**src/rtl/count_capture_fifo.sv**
```systemverilog
// Capture FIFO for a free-running counter: stores {wrap flag, count} samples on a
// capture strobe and presents them first-word fall-through to a valid/ready reader.
module count_capture_fifo #(
   parameter int WIDTH = 4,
   parameter int DEPTH = 4,
   parameter int AW    = 2
) (
   input  logic             CLK,
   input  logic             reset,
   input  logic [WIDTH-1:0] count_in,
   input  logic             capture,
   input  logic             clr,
   output logic [WIDTH-1:0] out_data,
   output logic             out_wrap,
   output logic             out_valid,
   input  logic             out_ready,
   output logic             full,
   output logic             empty,
   output logic [AW:0]      level,
   output logic             overflow
);

   localparam logic [AW:0] DEPTH_L = (AW+1)'(DEPTH);

   logic [WIDTH:0]   mem_q [DEPTH];
   logic [AW-1:0]    wr_ptr_q, wr_ptr_d;
   logic [AW-1:0]    rd_ptr_q, rd_ptr_d;
   logic [AW:0]      level_q, level_d;
   logic [WIDTH-1:0] prev_q;
   logic             pend_q, pend_d;
   logic             ovf_q, ovf_d;
   logic             wrap_evt, push, pop;

   assign wrap_evt  = (prev_q == '1) && (count_in == '0);
   assign full      = (level_q == DEPTH_L);
   assign empty     = (level_q == '0);
   assign level     = level_q;
   assign overflow  = ovf_q;
   assign out_valid = !empty;
   assign out_data  = mem_q[rd_ptr_q][WIDTH-1:0];
   assign out_wrap  = mem_q[rd_ptr_q][WIDTH];
   assign pop       = out_valid && out_ready;
   // A full FIFO still accepts a capture when the head leaves in the same cycle.
   assign push      = capture && (!full || pop);

   always_comb begin
      wr_ptr_d = wr_ptr_q;
      rd_ptr_d = rd_ptr_q;
      level_d  = level_q;
      pend_d   = pend_q;
      ovf_d    = ovf_q;
      if (clr) begin
         wr_ptr_d = '0;
         rd_ptr_d = '0;
         level_d  = '0;
         pend_d   = 1'b0;
         ovf_d    = 1'b0;
      end else begin
         if (push) wr_ptr_d = wr_ptr_q + 1'b1;
         if (pop)  rd_ptr_d = rd_ptr_q + 1'b1;
         if (push && !pop)      level_d = level_q + 1'b1;
         else if (pop && !push) level_d = level_q - 1'b1;
         // A dropped capture leaves any wrap indication pending for the next stored sample.
         if (push)          pend_d = 1'b0;
         else if (wrap_evt) pend_d = 1'b1;
         if (capture && !push) ovf_d = 1'b1;
      end
   end

   always_ff @(posedge CLK or posedge reset) begin
      if (reset) begin
         wr_ptr_q <= '0;
         rd_ptr_q <= '0;
         level_q  <= '0;
         prev_q   <= '0;
         pend_q   <= 1'b0;
         ovf_q    <= 1'b0;
         for (int i = 0; i < DEPTH; i++) mem_q[i] <= '0;
      end else begin
         wr_ptr_q <= wr_ptr_d;
         rd_ptr_q <= rd_ptr_d;
         level_q  <= level_d;
         prev_q   <= count_in;
         pend_q   <= pend_d;
         ovf_q    <= ovf_d;
         if (push && !clr) mem_q[wr_ptr_q] <= {pend_q | wrap_evt, count_in};
      end
   end

endmodule

```
**config.mk**
```make
export PLATFORM = sky130hd
export DESIGN_NAME = count_capture_fifo
export DESIGN_NICKNAME = d
export VERILOG_FILES = /design/src/rtl/count_capture_fifo.sv
export SDC_FILE = /design/constraint.sdc
export NUM_CORES = 1
export LEC_CHECK = 0
export BUFFER_PORTS_ARGS = -buffer_cell sky130_fd_sc_hd__clkbuf_2
export CORE_ASPECT_RATIO = 1.2
export CORE_MARGIN = 5
export CORE_UTILIZATION = 41
export CTS_CLUSTER_DIAMETER = 50
export DETAILED_ROUTE_END_ITERATION = 16
export GPL_TIMING_DRIVEN = 0
export PLACE_DENSITY = 0.63
export SETUP_SLACK_MARGIN = 0.1
export SKIP_CTS_REPAIR_TIMING = 1
export SYNTH_ARGS = -nofsm -noshare
export SYNTH_HDL_FRONTEND = slang
export SYNTH_SLANG_ARGS = --single-unit
export TNS_END_PERCENT = 50
```
**constraint.sdc**
```tcl
create_clock -name CLK -period 3.4 [get_ports CLK]
set_input_delay 0.17 -clock CLK [delete_from_list [all_inputs] [get_ports CLK]]
set_output_delay 0.17 -clock CLK [all_outputs]
set_load 0.05 [all_outputs]
```
* After elaboration in Yosys (flattened, before gate mapping)
Cells that the tools add are included.
** Storage, ports and cells
- Bits in registers :: 33
- Input port bits :: 9
** Operators by class
- Add/sub/neg operators :: 4
- $lt $le $gt $ge :: 3
- Equal/unequal tests :: 2
- Multiplexer cells :: 18
- Bitwise logic cells :: 3
- Reduce and logical (&&, ||, !) cells :: 21
** Operators by type and width (count)
- $bwmux W20 :: 1
- $mux W5 :: 3
- $bmux W5 S2 :: 1
- $demux W5 S2 :: 1
- $mux W3 :: 3
- $logic_and A1 B1 Y1 :: 8
- $mux W2 :: 4
- $ge A3 B3 Y1 const B :: 2
- $not A2 Y3 :: 2
- $reduce_bool A2 Y1 :: 3
- $reduce_bool A3 Y1 :: 2
- $logic_not A1 Y1 :: 5
- $mux W1 :: 5
- $add A2 B1 Y2 const B :: 2
- $eq A4 B4 Y1 const B :: 1
- $logic_not A4 Y1 :: 1
- $add A3 B1 Y3 const B :: 1
- $eq A3 B3 Y1 const B :: 1
- $logic_not A3 Y1 :: 1
- $lt A3 B1 Y1 const B :: 1
- $sub A3 B1 Y3 const B :: 1
- $logic_or A1 B1 Y1 :: 1
- $or A1 B1 Y1 :: 1

* Logic depth before layout (Yosys ltp)
- Depth in word-level cells :: 10
- Gate-level depth with buffers :: 8

* Worst setup path before layout
OpenSTA, ideal clock, no wires.
- Path type :: register -> register
- Start :: register level_q[2], in the netlist level[2]
- End :: register level_q[2], in the netlist level[2]
- Arrival time :: 3.231 ns
- Required time :: 3.318 ns
- Slack :: 0.087 ns
- Cell stages (with the launch flop) :: 8
- Path buffers :: 1
- Clock period less this slack :: 3.313 ns
- Cells stage by stage :: dfrtp_1 > buf_2 > nor3b_1 > nor2_1 > fa_1 > nor4b_1 > a31oi_1 > a31oi_1
** Between the ends
- Elaborated cells on any way between the ends :: 17
- Classes of those cells :: add/sub (2); eq/ne (1); mux (3); reduce/logical (11)
** RTL lines
- from (decl) :: line 28 : logic [AW:0] level_q, level_d;
- from (signal assigned) :: line 82 : level_q <= level_d;
- $eq A3 B3 Y1 (*) :: line 35 : assign full = (level_q == DEPTH_L);
- via full :: line 17 : output logic full,
- $logic_not A1 Y1 (*) :: line 44 : assign push = capture && (!full || pop);
- $logic_or A1 B1 Y1 (*) :: line 44
- $logic_and A1 B1 Y1 (*) :: line 44
- $logic_and A1 B1 Y1 or $logic_not A1 Y1 (tied branches) :: line 61, 62
- $mux W3 or $logic_and A1 B1 Y1 (tied branches) :: line 61, 62
- $mux W3 or $reduce_bool A3 Y1 (tied branches)
Mark *: on every way through the listed nets, which the timed path passes. The rest lies on a longest branch. The select of a mux whose other input is x is not followed.
A chain may end at the register's enable or synchronous reset.

* Worst setup path in the final report
- Start :: register level_q[0], in the netlist level[0]
- End :: register level_q[2], in the netlist level[2]
** Between the ends
- Longest elaborated chain between the ends :: 8
- Elaborated cells on any way between the ends :: 17
- Classes of those cells :: add/sub (2); eq/ne (1); mux (3); reduce/logical (11)
** Ends and longest elaborated chain
- parallel branches: the longest is 8 deep, another holds $sub A3 B1 Y3
Parallel ways; which one is timed is not known. The select of a mux whose other input is x is not followed.

==> results.json <==
{
  "synth-xor-area-share_pct": 1.544,
  "synth_top_family_by_area": "multiplexers",
  "drc": 0,
  "dpl.cell_count": 201,
  "setup_slack_ns": 1.278,
  "htreeDepth": 2,
  "first_pass_iters": 4,
  "reg2regPathDepth": 8,
  "yosysMostFrequentCell": "dfrtp_1",
  "required_ns": 3.60,
  "io_pins": 21,
  "max-cap-violations": 0,
  "netlist_area_sq_um": 1702,
  "stdcell_count": 211,
  "synth_edf_count": 0,
  "setup_viol": 0,
  "cts_root_buffer": "clkbuf_8",
  "min_path_cells": 1,
  "gp_congestion": 0.7940,
  "worstHoldPathType": "in -> reg",
  "hold_viol": 0,
  "synth-adder-area-share_pct": 4.118,
  "gr-total-overflow": 0,
  "skew_ns": 0.002489,
  "post_synth.cell_area_avg_sq_um": 13.19,
  "vias": 1111,
  "fp.dieW_microns": 68.81,
  "reg2reg_to": "level[2]",
  "power_density_nw_per_um2": 788.5,
  "syn-num-nets": 143,
  "r2r_start": "level[0]",
  "tightest_slew_ns": 0.5355,
  "slew_headroom_pct": 64.30,
  "drt-total-wl_microns": 3246,
  "yosys.area_share.simple_pct": 13.82,
  "critical_path_class": "reg -> reg",
  "netlist_instances": 129,
  "area_delta_synth_final_pct": 16.40,
  "dr.first_iter.drc_count": 37,
  "path_clk_slew_ns": 0.07,
  "nNetsFinal": 170,
  "status": "finished clean",
  "reg2reg_slack_ns": 1.28,
  "post-route-period-util_pct": 62.42,
  "grtUsageTotal_pct": 14.20,
  "ys_async_sr_fraction_pct": 100.0,
  "synth_common_cells": "dfrtp_1, mux2_2, nor2_1",
  "stdcell_area_sq_um": 1981,
  "hold_start": "count_in[3]",
  "viasPerCell": 5.265,
  "cts.sinks": 33,
  "io_buffers": 18,
  "cts_buffer_depth": 2,
  "drive_gt1_share_pct": 39.49,
  "grt_pass1_vias": 1204,
  "tns_ns": 0,
  "ys_seq_area_share_pct": 48.53,
  "yosys.area.top_type_share_pct": 48.53,
  "synthFlopType": "dfrtp_1",
  "fillCellCount": 384,
  "yosys.area.top_type": "dfrtp_1",
  "endpoint_kind": "flip-flop",
  "crit_arrival_ns": 2.32,
  "leakage_nw": 0.9172,
  "finalMaxSlewViolations": 0,
  "power.total_mw": 1.562,
  "die-height_microns": 80.57,
  "path_max_fanout": 10,
  "postRouteAntennaNets": 0,
  "synth_cell_types": 32,
  "fmax_ghz": 0.4712,
  "yosysWarningCount": 0,
  "hold_end": "prev_q[3]",
  "dpl.hpwl_microns": 2402,
  "rsz0062_at_grt": "false",
  "dp_slack_ns": 1.346,
  "ys_ff_latch": 33,
  "placed_cell_area_sq_um": 1864,
  "irDropWorstVdd_mv": 0.6738,
  "synth.area.mux_share_pct": 21.18,
  "wl_per_cell_microns": 15.38,
  "grt_max_degree": 34,
  "synth_compound_area_share_pct": 5.735,
  "clk_latency_ns": 0.28,
  "synthTopCellsByArea": "dfrtp_1, mux2_2, mux4_2, nand4b_4, ha_1",
  "period_needed_ns": 2.122,
  "core-area_sq_um": 3973,
  "diodes": 0,
  "rows": 25,
  "cts_tree": "yes",
  "grt_pass1_wl_microns": 5706,
  "die_area_sq_um": 5544,
  "initial_core_util_pct": 42.83,
  "cts_buffers": 5,
  "grt_antenna_before_repair": 0,
  "crit_path_start_kind": "flip-flop"
}
[layout by cell type, fill, tap and decap left out, drive strengths merged]
cell,instances
clkinvlp,1
o21bai,1
o31ai,1
o21ai,3
inv,7
mux2,22
mux4,5
fa,1
clkinv,3
ha,4
nand2,1
nor3b,1
nand4,1
nand4b,4
buf,6
o211a,1
xnor2,1
clkbuf,28
a221oi,1
dlygate4sd3,1
or4b,1
and2,1
or4,1
o311ai,1
nor4b,3
a21oi,3
xor2,2
dfrtp,33
a31oi,4
or3,2
nand2b,2
nor2,9
nand3,2
[layer usage]
metal	global-route usage [%]	up-vias	share of wire (%)
met4	5.263	0	1.5
met1	17.19	561	41
li1	-	513	-
met5	0	-	0
met3	4.615	5	5.3
met2	23.11	32	52
[layout make-up]
class,instances,area [sq um],area share [%]
sequential,33,825.8,41.69
multi-input combinational,78,794.5,40.11
timing repair buffer,20,120.1,6.064
clock buffer,5,68.82,3.474
tap,54,67.56,3.411
buffer,10,56.30,2.843
inverter,8,30.03,1.516
clock inverter,3,17.52,0.8844
[cell families after synthesis]
logic type      count (synthesis)
buf+inv                        18
fa+ha+maj                       5
simple gates                   28
flops                          33
mux                            27
compound gates                 15
xor+xnor                        3
[sequential cells by signal, indices dropped and copies added, names as in the netlist]
name / cells
level: 3
mem_q: 20
pend_q: 1
overflow: 1
wr_ptr_q: 2
prev_q: 4
rd_ptr_q: 2
[how the worst max path moves through the flow]
stage	from	end	depth (start not counted)
2_1_floorplan	level[2]	level[2]	7
3_3_place_gp	level[0]	level[2]	8
3_5_place_dp	level[0]	level[2]	8
4_1_cts	level[0]	level[2]	8
5_1_grt	level[1]	level[2]	8
6_report	level[0]	level[2]	8
[power breakdown]
part	internal (mW)	switching [mW]
sequential	0.494	0.0516
combinational	0.262	0.473
clock	0.141	0.141
[stage by stage]
step                hold slack (ns)  utilization [%]
floorplan                    0.2014                -
global placement             0.3480            46.93
detailed placement           0.3535            46.93
CTS                         0.05388            49.10
global route                0.06464            49.86
finish                      0.06760            49.86
[worst max-delay path, cell delays in order (launching register included)]
cell	delay, ns
dfrtp_1	0.40
clkbuf_1	0.38
o21ai_0	0.17
nand2_1	0.10
nor2_1	0.05
fa_1	0.44
nor4b_1	0.28
a31oi_1	0.07
a31oi_1	0.17
(Power assumes the default switching activity.)
